**config.mk**
```make
export PLATFORM = sky130hd
export DESIGN_NAME = sum_tx_pacer
export DESIGN_NICKNAME = d
export VERILOG_FILES = /design/src/rtl/sum_tx_pacer.sv
export SDC_FILE = /design/constraint.sdc
export NUM_CORES = 1
export LEC_CHECK = 0
export BUFFER_PORTS_ARGS = -buffer_cell sky130_fd_sc_hd__buf_2
export CORE_ASPECT_RATIO = 0.75
export CORE_MARGIN = 1
export CORE_UTILIZATION = 56
export CTS_CLUSTER_SIZE = 14
export DETAILED_ROUTE_END_ITERATION = 8
export PLACE_DENSITY_LB_ADDON = 0.05
export RECOVER_POWER = 50
export SLEW_MARGIN = 20
export SYNTH_ARGS = -nofsm -noshare
export SYNTH_HDL_FRONTEND = slang
export SYNTH_SLANG_ARGS = --single-unit
export TNS_END_PERCENT = 20
```
**constraint.sdc**
```tcl
create_clock -name sys_clk -period 4.4 [get_ports sys_clk]
set_input_delay 1.1 -clock sys_clk [delete_from_list [all_inputs] [get_ports sys_clk]]
set_output_delay 1.1 -clock sys_clk [all_outputs]
set_load 0.02 [all_outputs]
```
**src/rtl/sum_tx_pacer.sv**
```systemverilog
// Byte FIFO plus pacing stage between the row-sum controller and the UART transmitter.
// It releases one byte per slot; after each release it holds off for a full frame plus one idle bit.
`timescale 1ns/1ps
module sum_tx_pacer #(
    parameter int CLK_FREQ   = 50_000_000,
    parameter int UART_BPS   = 9600,
    parameter int FRAME_BITS = 10,
    parameter int DEPTH      = 16,
    parameter int ADDR_W     = 4
) (
    input  logic              sys_clk,
    input  logic              sys_rst,
    input  logic              pi_flag,
    input  logic [7:0]        pi_data,
    output logic              po_flag,
    output logic [7:0]        po_data,
    output logic [ADDR_W:0]   fifo_cnt,
    output logic              fifo_full,
    output logic              fifo_empty,
    output logic              overflow
);

    localparam int BAUD_CNT   = CLK_FREQ / UART_BPS;
    localparam int GAP_CYCLES = BAUD_CNT * (FRAME_BITS + 1);
    localparam int GAP_W      = (GAP_CYCLES > 1) ? $clog2(GAP_CYCLES) : 1;

    localparam logic [GAP_W-1:0]  GAP_LAST = GAP_W'(GAP_CYCLES - 1);
    localparam logic [ADDR_W:0]   DEPTH_V  = (ADDR_W + 1)'(DEPTH);

    // state | meaning
    // IDLE  | waiting for a queued byte; pops it as soon as one is present
    // GAP   | byte just released; counting out one frame plus an idle bit
    localparam logic [0:0] ST_IDLE = 1'b0;
    localparam logic [0:0] ST_GAP  = 1'b1;

    logic [7:0]       mem [DEPTH];
    logic [ADDR_W:0]  wr_ptr;
    logic [ADDR_W:0]  rd_ptr;
    logic [0:0]       state;
    logic [GAP_W-1:0] gap_cnt;
    logic             wr_en;
    logic             rd_en;

    // Extra pointer bit distinguishes full from empty and keeps the difference valid across wrap.
    assign fifo_cnt   = wr_ptr - rd_ptr;
    assign fifo_full  = (fifo_cnt == DEPTH_V);
    assign fifo_empty = (fifo_cnt == '0);

    assign wr_en = pi_flag && !fifo_full;
    assign rd_en = (state == ST_IDLE) && !fifo_empty;

    always_ff @(posedge sys_clk) begin
        if (wr_en) begin
            mem[wr_ptr[ADDR_W-1:0]] <= pi_data;
        end
    end

    // A write that meets a full FIFO is dropped even if a pop frees a slot on the same edge.
    always_ff @(posedge sys_clk or posedge sys_rst) begin
        if (sys_rst) begin
            wr_ptr   <= '0;
            rd_ptr   <= '0;
            overflow <= 1'b0;
        end else begin
            if (wr_en) begin
                wr_ptr <= wr_ptr + 1'b1;
            end
            if (pi_flag && fifo_full) begin
                overflow <= 1'b1;
            end
            if (rd_en) begin
                rd_ptr <= rd_ptr + 1'b1;
            end
        end
    end

    always_ff @(posedge sys_clk or posedge sys_rst) begin
        if (sys_rst) begin
            state   <= ST_IDLE;
            gap_cnt <= '0;
            po_flag <= 1'b0;
            po_data <= 8'h00;
        end else begin
            po_flag <= 1'b0;
            case (state)
                ST_IDLE: begin
                    if (rd_en) begin
                        po_data <= mem[rd_ptr[ADDR_W-1:0]];
                        po_flag <= 1'b1;
                        gap_cnt <= '0;
                        state   <= ST_GAP;
                    end
                end
                ST_GAP: begin
                    gap_cnt <= gap_cnt + 1'b1;
                    if (gap_cnt == GAP_LAST) begin
                        state <= ST_IDLE;
                    end
                end
                default: state <= ST_IDLE;
            endcase
        end
    end

endmodule

```
==> results of run 1 <==
[registers in the layout (all words and copies together), names as in the netlist]
register	flops
mem	128
gap_cnt	16
po_data	8
rd_ptr	5
wr_ptr	5
overflow	1
po_flag	1
state	1
[critical path: cells and delay by family, from the launching register on]
family / cells / cell delay (ns)
simple gates: 2 / 0.50
flops: 1 / 0.41
compound gates: 1 / 0.43
fa+ha+maj: 2 / 0.65
buf+inv: 3 / 0.43
[how the worst max path moves through the flow]
stage / from / slack, ns / depth (start not counted) / endpoint
6_report: wr_ptr[0] / 0.45 / 8 / fifo_full
5_1_grt: wr_ptr[0] / 0.20 / 8 / fifo_full
4_1_cts: wr_ptr[0] / 0.42 / 8 / fifo_full
3_5_place_dp: wr_ptr[0] / 0.87 / 8 / fifo_full
3_3_place_gp: wr_ptr[0] / 0.95 / 8 / fifo_full
2_1_floorplan: rd_ptr[1] / 0.75 / 7 / fifo_empty
[cells by family (layout without fill, tap and decap cells)]
| family | count (synthesis) | count (layout) | share of synthesized area |
|---|---|---|---|
| AOI/OAI and AO/OA | 65 | 65 | 0.06795 |
| and+or+nand+nor | 85 | 85 | 0.07121 |
| muxes | 34 | 34 | 0.1087 |
| adders and majority gates | 11 | 11 | 0.02102 |
| xor gates and xnor gates | 17 | 17 | 0.02156 |
| buffers and inverters | 25 | 76 | 0.01884 |
| DFF | 165 | 165 | 0.6907 |
[where the power goes]
part / switching [W] / internal (W)
Combinational: 0.000613 / 0.000383
Sequential: 0.000119 / 0.00188
Clock: 0.000590 / 0.000806
[through the flow]
| stage | utilization | std cells |
|---|---|---|
| after floorplan | - | 402 |
| after global placement | 0.6114 | 583 |
| after detailed placement | 0.6114 | 583 |
| after CTS | 0.6596 | 615 |
| after global routing | 0.6576 | 615 |
| final | 0.6576 | 615 |
[cells in the final DEF, fill, tap and decap left out, types with 3 or more instances in the layout]
master     netlist  routed
a21oi_1          6       6
and2_1           4       4
and3_1          21      21
buf_2            5      11
buf_4            2       6
clkbuf_1         5      19
clkbuf_16        0      18
clkbuf_8         0       3
clkinv_4         0       5
dfrtp_1         37      36
edfxtp_1       128     128
ha_1            10      10
inv_1            9       9
mux4_2          32      32
nand2_1         18      18
nand3_1          9       9
nand4_1          4       4
nor2_1           9       9
nor3b_1          3       3
o21ai_0         18      18
o21ai_1          3       3
o22ai_1         17      17
o41ai_1          8       8
xnor2_1          4       4
xor2_1          13      13
[layout make-up]
class	instances	area, µm²	area share
clock buffer	23	499.2	0.06443
clock inverter	9	68.82	0.008881
inverter	10	37.54	0.004844
multi-input combinational	212	2006	0.2588
sequential	165	4771	0.6157
tap	162	202.7	0.02616
timing repair buffer	34	163.9	0.02115
[per-layer routing]
layer / part of all wire / wire length (µm) / vias to the layer above / track usage
met3: 0.050 / 689 / 4 / 0.05479
met2: 0.46 / 6377 / 98 / 0.3457
met5: 0 / 0 / - / 0
met4: 0.0026 / 36 / 0 / 0.04741
li1: - / - / 1683 / -
met1: 0.49 / 6699 / 1905 / 0.3767
==> summary.txt, run 1 <==
Reg2reg setup slack - 1.13 ns
DRT Pass-1 Iters - 5
RSZ-0062 raised after global routing - false
Hold EP - overflow
Maximum clock rate - 252.9 MHz
CTS Sinks - 165
Yosys warning count - 0
Initial Utilization - 0.5860
Final setup vio count - 0
Leak Pwr - 2.764 nW
Placement Setup Slack - 0.8655 ns
GPL Wtd Cong - 0.7848
Floorplan die area - 12780 µm²
Routed length per instance - 22.44 µm
Setup ws final - 0.4461 ns
DP HPWL - 8918 µm
Layout cells sized above 1 - 0.2053
Drt initial violations - 265
Row count - 34
CTS H-tree depth - 4
Antenna Cells - 0
Seq/Total Area, Yosys - 0.6907
Post-Syn Instances - 402
GRT Util Overall - 0.2396
Total Routed Length - 13800 µm
R2r endpoint - mem[2][7]
Fill count - 837
Grt ovf - 0
Pins Over Slew Limit - 0
Status - finished, final reports clean
Critical Path, Cell by Cell - inv_1 > ha_1 > inv_1 > fa_1 > nor3b_1 > nand4b_2 > a211oi_4 > buf_2
Clk buf depth - 2
Largest net degree at the start of global routing - 38
Max stage delay on crit path - 0.48 ns
P&R area growth vs syn - 12.21%
I/O pin count - 28
CTS tree - yes
Netlist Area Pre-Place - 6905 µm²
Arr. time, crit path - 2.85 ns
Cts repair resizes - 0
Placed Area - 7204 µm²
Post-synth top area share - 0.5566
Port buffer count - 27
Register bit total from synthesis - 165
DRC errors left - 0
Avg Cell Area, Syn - 17.18 µm²
CP Max Fanout - 6
Final setup TNS - 0 ns
Max_cap viols - 0
Commonest cells in the netlist - 128 x edfxtp_1, 37 x dfrtp_1, 32 x mux4_2, 21 x and3_1
Post-CTS setup buffers - 0
CP Class - flop to output port
Critical path startpoint category - flop
Core Footprint - 11780 µm²
Vias per cell - 6.000
R2R cell count - 9
Post-synth EDFFs - 128
Fin crit period - 3.954 ns
TritonCTS Buffers - 17
Worst Max-Slew Pin Slew - 1.285 ns
Pwr/cell area - 567.2 nW/µm²
Area contributors post-synth - edfxtp_1 56%, dfrtp_1 13%, mux4_2 10%
Die Wd - 130.2 µm
Final nets - 462
Period utilization - 0.8986
Max-slew headroom - 0.1433
Reg clk slew, reported paths - 0.06 ns
Post-Syn Nets - 424
Netlist cell types - 48
Final Hold Vio Count - 0
Final total power - 0.004395 W
Tightest Hold Check Type - flop to flop
Worst-Skew Late Latency - 0.42 ns
Post-route ant nets - 0
Hold-fix buffers, CTS - 0
HP Start - overflow
Design Area, Final - 7749 µm²
Chip Height - 98.17 µm
Peak supply drop - 0.0003334 V
Final hold slack - 0.4551 ns
Vias - 3690
CP dominant cell by count - inv_1
First-pass GRT wire length - 21580 µm
CP max-delay cell - fa_1
Worst R2R Start - wr_ptr[0]
Clk root buf - clkbuf_16
Hold depth - 1
Setup crit end kind - output port
Area leader, netlist - edfxtp_1
Antenna violations before repair - 0
Most common cell in the netlist - edfxtp_1
Vias in the first global route - 3681
Post-synthesis async set-or-reset flop share - 0.2242
Top FF cell, synth - edfxtp_1
Critical Path RT - 3.30 ns
Final Skew - 0.01200 ns
Power figures use the tool's default switching activity.
==> run 2: changes to the inputs <==
Settings changed: CORE_ASPECT_RATIO 0.75 to 1.25.
==> run 2 against run 1 <==
- global-route usage fell by 1.1 points
- critical path type unchanged
- first-iteration DRC count fell by 11%
- critical path depth did not move
==> summary.txt, run 2 (same netlist as run 1, synthesis figures left out) <==
Final nets - 463 (was 462)
Vias per cell - 5.935 (was 6.000)
Drt initial violations - 237 (was 265)
CTS Sinks - 165 (unchanged)
Fin crit period - 4.022 ns (was 3.954 ns)
Max reg flops - 128 (unchanged)
Worst Max-Slew Pin Slew - 0.8272 ns (was 1.285 ns)
Chip Height - 126.2 µm (was 98.17 µm)
Crit path buf inv count - 3 (unchanged)
CP dominant cell by count - inv_1 (unchanged)
DP HPWL - 8634 µm (was 8918 µm)
Antenna violations before repair - 0 (unchanged)
Reg clk slew, reported paths - 0.06 ns (about the same)
Antenna Cells - 0 (unchanged)
Maximum clock rate - 248.7 MHz (was 252.9 MHz)
Leak Pwr - 2.764 nW (about the same)
Placed cells - 586 (was 583)
I/O pin count - 28 (unchanged)
Peak supply drop - 0.0002994 V (was 0.0003334 V)
Max_cap viols - 0 (unchanged)
Post-CTS setup buffers - 0 (unchanged)
R2r endpoint - mem[14][6] (was mem[2][7])
Final setup vio count - 0 (unchanged)
Row count - 45 (was 34)
Reg2reg setup slack - 1.13 ns (about the same)
Final Hold Vio Count - 0 (unchanged)
Clk buf depth - 2 (unchanged)
Die Wd - 101.3 µm (was 130.2 µm)
Area occupied by multi-input gates - 2006 µm² (unchanged)
Pins Over Slew Limit - 0 (unchanged)
First-pass GRT wire length - 20570 µm (was 21580 µm)
CP endpoint - fifo_full (unchanged)
DRC errors left - 0 (unchanged)
Critical Path RT - 3.30 ns (about the same)
Final Skew - 0.009377 ns (was 0.01200 ns)
Largest net degree at the start of global routing - 38 (unchanged)
Pwr/cell area - 573.3 nW/µm² (was 567.2 nW/µm²)
Max-slew headroom - 0.4479 (was 0.1433)
GPL Wtd Cong - 0.8042 (was 0.7848)
CTS tree - yes (unchanged)
Commonest cells after routing, fill and taps aside - 128 x edfxtp_1, 36 x dfrtp_1, 32 x mux4_2 (unchanged)
RSZ-0062 raised after global routing - false (unchanged)
Arr. time, crit path - 2.92 ns (was 2.85 ns)
Finished Layout Cells - 618 (was 615)
Core Footprint - 12110 µm² (was 11780 µm²)
Clk root buf - clkbuf_16 (unchanged)
R2R cell count - 9 (unchanged)
Critical path startpoint category - flop (unchanged)
CP Launch Point - wr_ptr[0] (unchanged)
Max stage delay on crit path - 0.47 ns (was 0.48 ns)
CP Max Fanout - 6 (unchanged)
CP max-delay cell - fa_1 (unchanged)
Post-route ant nets - 0 (unchanged)
DRT Pass-1 Iters - 4 (was 5)
CTS H-tree depth - 4 (unchanged)
Vias in the first global route - 3663 (was 3681)
Port buffer count - 27 (unchanged)
Status - finished, final reports clean (unchanged)
Setup crit end kind - output port (unchanged)
Critical Path, Cell by Cell - inv_1 > ha_1 > inv_1 > fa_1 > nor3b_1 > nand4b_2 > a211oi_4 > buf_2 (unchanged)
CP Class - flop to output port (unchanged)
Vias - 3668 (was 3690)
Final setup TNS - 0 ns (unchanged)
Storage element area - 4771 µm² (unchanged)
Hold depth - 1 (unchanged)
Period utilization - 0.9140 (was 0.8986)
TritonCTS Buffers - 17 (unchanged)
Grt ovf - 0 (unchanged)
Initial Utilization - 0.5704 (was 0.5860)
Most common cell after layout, fill and taps aside - edfxtp_1 (unchanged)
Crit path max-delay family - adder cells (unchanged)
Fill count - 887 (was 837)
GRT Util Overall - 0.2290 (was 0.2396)
P&R area growth vs syn - 12.61% (was 12.21%)
Tightest Hold Check Type - flop to flop (unchanged)
Total Routed Length - 13250 µm (was 13800 µm)
Cts repair resizes - 0 (unchanged)
Layout cells sized above 1 - 0.2004 (was 0.2053)
Routed length per instance - 21.44 µm (was 22.44 µm)
Worst R2R Start - wr_ptr[0] (unchanged)
Hold-fix buffers, CTS - 0 (unchanged)
WP depth - 8 (unchanged)
Worst-Skew Late Latency - 0.42 ns (about the same)
Floorplan die area - 12780 µm² (about the same)
-- run 2: worst reg2reg max path, cell delays in order, from the launching register on --
cell	delay, ns
dfrtp_1	0.41
inv_1	0.15
ha_1	0.18
inv_1	0.05
fa_1	0.40
xor2_1	0.25
nand4b_2	0.28
a211oi_4	0.12
nor2b_2	0.53
and3_1	0.56
-- run 2: worst min-delay path by stage --
stage,start,to
detailed placement,overflow,overflow
global route,overflow,overflow
CTS,overflow,overflow
global placement,overflow,overflow
finish,overflow,overflow
floorplan,gap_cnt[11],gap_cnt[11]
-- run 2: final cells by class --
type,count,share of cell area
flip-flops and latches,165,0.6135
clock inverters,12,0.01963
well taps,164,0.02639
multi-input cells,212,0.2579
clock buffers,20,0.05615
repair buffers,35,0.02156
inverters,10,0.004827
-- run 2: metal layers --
metal	track usage	part of all wire	up-vias
li1	-	-	1684
met1	0.3219	0.44	1878
met2	0.3565	0.49	93
met3	0.05327	0.050	13
met4	0.07502	0.014	0
met5	0	0	-
-- run 2: stage by stage --
stage	instance area, µm²	total power, W	utilization	hold WS [ns]	worst slack (ns)
after global routing	7776	0.004652	0.6424	0.4941	0.2120
final	7776	0.004458	0.6424	0.4558	0.3785
after detailed placement	7214	0.003026	0.5960	0.4475	0.7999
after floorplan	6905	0.002747	-	0.4591	0.7466
after global placement	7214	0.003009	0.5960	0.4420	0.9545
after CTS	7804	0.004492	0.6447	0.4608	0.3465
-- run 2: where the power goes --
| part | internal (W) | leakage, nW | switching, W |
|---|---|---|---|
| Sequential | 0.00188 | 1.62 | 0.000115 |
| Clock | 0.000892 | 0.278 | 0.000581 |
| Combinational | 0.000385 | 0.861 | 0.000602 |
| Total | 0.00316 | 2.76 | 0.00130 |
==> run 3: changes to the inputs <==
Settings changed: ABC_AREA set to 1, CORE_ASPECT_RATIO 1.25 to 0.6, TNS_END_PERCENT 20 to 5.
==> run 3 against run 2 <==
- the flow now finishes with violations (max-capacitance violations, max-slew violations)
- clock skew increased by 0.00062 ns
- clock power about the same
- fmax increased by 4.6%
- setup slack improved by 0.18 ns
- largest power group unchanged
- highest routed layer is now met5
==> summary.txt, run 3 <==
Reg clk slew, reported paths - 0.07 ns (was 0.06 ns)
Metal-1 WL - 8627 µm (was 5856 µm)
Commonest cells after routing, fill and taps aside - 339 x nand2_1, 128 x edfxtp_1, 122 x inv_1 (was 128 x edfxtp_1, 36 x dfrtp_1, 32 x mux4_2)
GPL Wtd Cong - 0.8715 (was 0.8042)
Fin crit period - 3.844 ns (was 4.022 ns)
Met3 wire length - 1622 µm (was 666 µm)
Top FF cell, synth - edfxtp_1 (unchanged)
Total Routed Length - 18130 µm (was 13250 µm)
Chip Height - 93.91 µm (was 126.2 µm)
Floorplan die area - 14570 µm² (was 12780 µm²)
Maximum clock rate - 260.1 MHz (was 248.7 MHz)
Yosys warning count - 0 (unchanged)
Tightest Hold Check Type - flop to flop (unchanged)
Design Area, Final - 8706 µm² (was 7776 µm²)
DRC errors left - 0 (unchanged)
Crit path buf inv count - 3 (unchanged)
CP Max Fanout - 14 (was 6)
Peak supply drop - 0.0003727 V (was 0.0002994 V)
Crit path max-delay family - flip-flops (was adder cells)
Failing checks - max-capacitance violations, max-slew violations
Antenna Cells - 0 (unchanged)
CTS Sinks - 165 (unchanged)
Most common cell after layout, fill and taps aside - nand2_1 (was edfxtp_1)
Grt ovf - 0 (unchanged)
Die Wd - 155.2 µm (was 101.3 µm)
Leak Pwr - 3.942 nW (was 2.764 nW)
Port buffer count - 27 (unchanged)
Post-Syn Instances - 860 (was 402)
Routed length per instance - 16.70 µm (was 21.44 µm)
Final setup TNS - 0 ns (unchanged)
CP max-delay cell - dfrtp_1 (was fa_1)
Initial Utilization - 0.5751 (was 0.5704)
Pwr/cell area - 532.5 nW/µm² (was 573.3 nW/µm²)
Area leader, netlist - edfxtp_1 (unchanged)
Core Footprint - 13710 µm² (was 12110 µm²)
Max-slew headroom - -0.02237 (was 0.4479)
Post-route ant nets - 0 (unchanged)
DR top layer - met5 (was met4)
Setup ws final - 0.5556 ns (was 0.3785 ns)
Largest net degree at the start of global routing - 68 (was 38)
Final hold slack - 0.4788 ns (was 0.4558 ns)
Drt initial violations - 661 (was 237)
Post-synth EDFFs - 128 (unchanged)
Arr. time, crit path - 2.74 ns (was 2.92 ns)
Post-CTS setup buffers - 0 (unchanged)
Final nets - 903 (was 463)
Max stage delay on crit path - 0.65 ns (was 0.47 ns)
Vias - 5685 (was 3668)
TritonCTS Buffers - 17 (unchanged)
Met2 Routed Length - 7650 µm (was 6542 µm)
Post-synthesis async set-or-reset flop share - 0.2242 (unchanged)
Register bit total from synthesis - 165 (unchanged)
Max reg flops - 128 (unchanged)
Post-Syn Nets - 882 (was 424)
Placement Setup Slack - 1.030 ns (was 0.7999 ns)
First-pass GRT wire length - 29060 µm (was 20570 µm)
Layout cells sized above 1 - 0.08837 (was 0.2004)
P&R area growth vs syn - 10.43% (was 12.61%)
Avg Cell Area, Syn - 9.167 µm² (was 17.18 µm²)
Final Hold Vio Count - 0 (unchanged)
Clk root buf - clkbuf_16 (unchanged)
CTS H-tree depth - 4 (unchanged)
Worst Max-Slew Pin Slew - 1.534 ns (was 0.8272 ns)
Most common cell in the netlist - nand2_1 (was edfxtp_1)
Antenna violations before repair - 1 (was 0)
Netlist Area Pre-Place - 7884 µm² (was 6905 µm²)
Worst-Skew Late Latency - 0.42 ns (about the same)
Max_cap viols - 1 (was 0)
Seq/Total Area, Yosys - 0.6050 (was 0.6907)
CP Class - flop to output port (unchanged)
DRT Pass-1 Iters - 5 (was 4)
Final Skew - 0.009995 ns (was 0.009377 ns)
Setup crit end kind - output port (unchanged)
Status - finished, violations left (was finished, final reports clean)
Fill count - 1121 (was 887)
Placed Area - 8132 µm² (was 7214 µm²)
Critical Path RT - 3.30 ns (about the same)
Period utilization - 0.8737 (was 0.9140)
Cts repair resizes - 0 (unchanged)
I/O pin count - 28 (unchanged)
CTS tree - yes (unchanged)
GRT Util Overall - 0.2711 (was 0.2290)
Area contributors post-synth - edfxtp_1 49%, nand2_1 16%, dfrtp_1 12% (was edfxtp_1 56%, dfrtp_1 13%, mux4_2 10%)
Vias per cell - 5.235 (was 5.935)
Hold-fix buffers, CTS - 0 (unchanged)
Clk buf depth - 2 (unchanged)
RSZ-0062 raised after global routing - false (unchanged)
Commonest cells in the netlist - 339 x nand2_1, 128 x edfxtp_1, 122 x inv_1, 94 x nand3_1, 38 x nor2_1 (was 128 x edfxtp_1, 37 x dfrtp_1, 32 x mux4_2, 21 x and3_1)
Final setup vio count - 0 (unchanged)
Netlist cell types - 34 (was 48)
Post-layout util - 0.6351 (was 0.6424)
Row count - 33 (was 45)
Critical Path, Cell by Cell - clkinv_1 > ha_1 > inv_2 > nand2_2 > nand2_4 > nor2_8 > nand3_4 > nor2_4 > buf_2 (was inv_1 > ha_1 > inv_1 > fa_1 > nor3b_1 > nand4b_2 > a211oi_4 > buf_2)
Vias in the first global route - 5481 (was 3663)
DP HPWL - 12110 µm (was 8634 µm)
Post-synth top area share - 0.4875 (was 0.5566)
Critical path startpoint category - flop (unchanged)
Pins Over Slew Limit - 29 (was 0)
==> run 3: cell count changes after synthesis, moves of 13 or more <==
cell	change
nand3_1	+85
o22ai_1	-17
inv_1	+113
and3_1	-21
nor2_1	+29
nand2_2	+13
o21ai_0	-13
mux4_2	-32
nand2_1	+321
==> run 3: where the power goes <==
group | total, W | internal, W | switching (W)
combinational | 0.00116 | 0.000341 | 0.000817
clock | 0.00150 | 0.000851 | 0.000644
sequential | 0.00198 | 0.00187 | 0.000109
==> run 3: layer usage <==
metal / vias up / global-route usage
li1: 2757 / -
met1: 2670 / 0.4106
met2: 232 / 0.3949
met3: 24 / 0.04889
met4: 2 / 0.08905
met5: - / 0
==> run 3: final timing paths <==
| kind | start | to | slack, ns | depth (start not counted) |
|---|---|---|---|---|
| worst min-delay path | po_data[3] | po_data[3] | 0.48 | 2 |
| min in group asynchronous | sys_rst | overflow | 0.66 | 2 |
| max in group asynchronous | sys_rst | gap_cnt[6] | 1.96 | 3 |
| worst min register to register | po_data[3] | po_data[3] | 0.48 | 2 |
| worst max register to register | rd_ptr[2] | mem[11][2] | 1.11 | 8 |
| worst max-delay path | rd_ptr[2] | fifo_empty | 0.56 | 9 |
==> run 3: cell families (layout without fill, tap and decap cells) <==
| group | Yosys count | in the layout | synth area share |
|---|---|---|---|
| fa+ha+maj | 11 | 11 | 0.01841 |
| simple gates | 509 | 509 | 0.2782 |
| xor+xnor | 9 | 9 | 0.009999 |
| compound gates | 11 | 11 | 0.008252 |
| buf+inv | 155 | 189 | 0.08015 |
| flops | 165 | 165 | 0.6050 |
==> run 3: final cells by class <==
| type | instances | area [µm²] | area share |
|---|---|---|---|
| Inverter | 126 | 474.2 | 0.05447 |
| Clock inverter | 15 | 171.4 | 0.01969 |
| Timing Repair Buffer | 31 | 141.4 | 0.01624 |
| Sequential cell | 165 | 4771 | 0.5480 |
| Tap cell | 192 | 240.2 | 0.02759 |
| Multi-Input combinational cell | 540 | 2482 | 0.2851 |
| Clock buffer | 17 | 425.4 | 0.04886 |
==> run 3: stage by stage <==
stage	total power, W	std cells
floorplan	0.002835	860
detailed placement	0.003160	1054
finish	0.004636	1086
global placement	0.003131	1054
CTS	0.004648	1086
global route	0.004865	1086
==> run 3: worst reg2reg max path: cells and delay by family, from the launching register on <==
kind,cells,cell delay (ns)
adder cells (fa/ha/maj),1,0.51
flip-flops,1,0.65
buffers and inverters,1,0.40
AND/OR/NAND/NOR,6,1.36
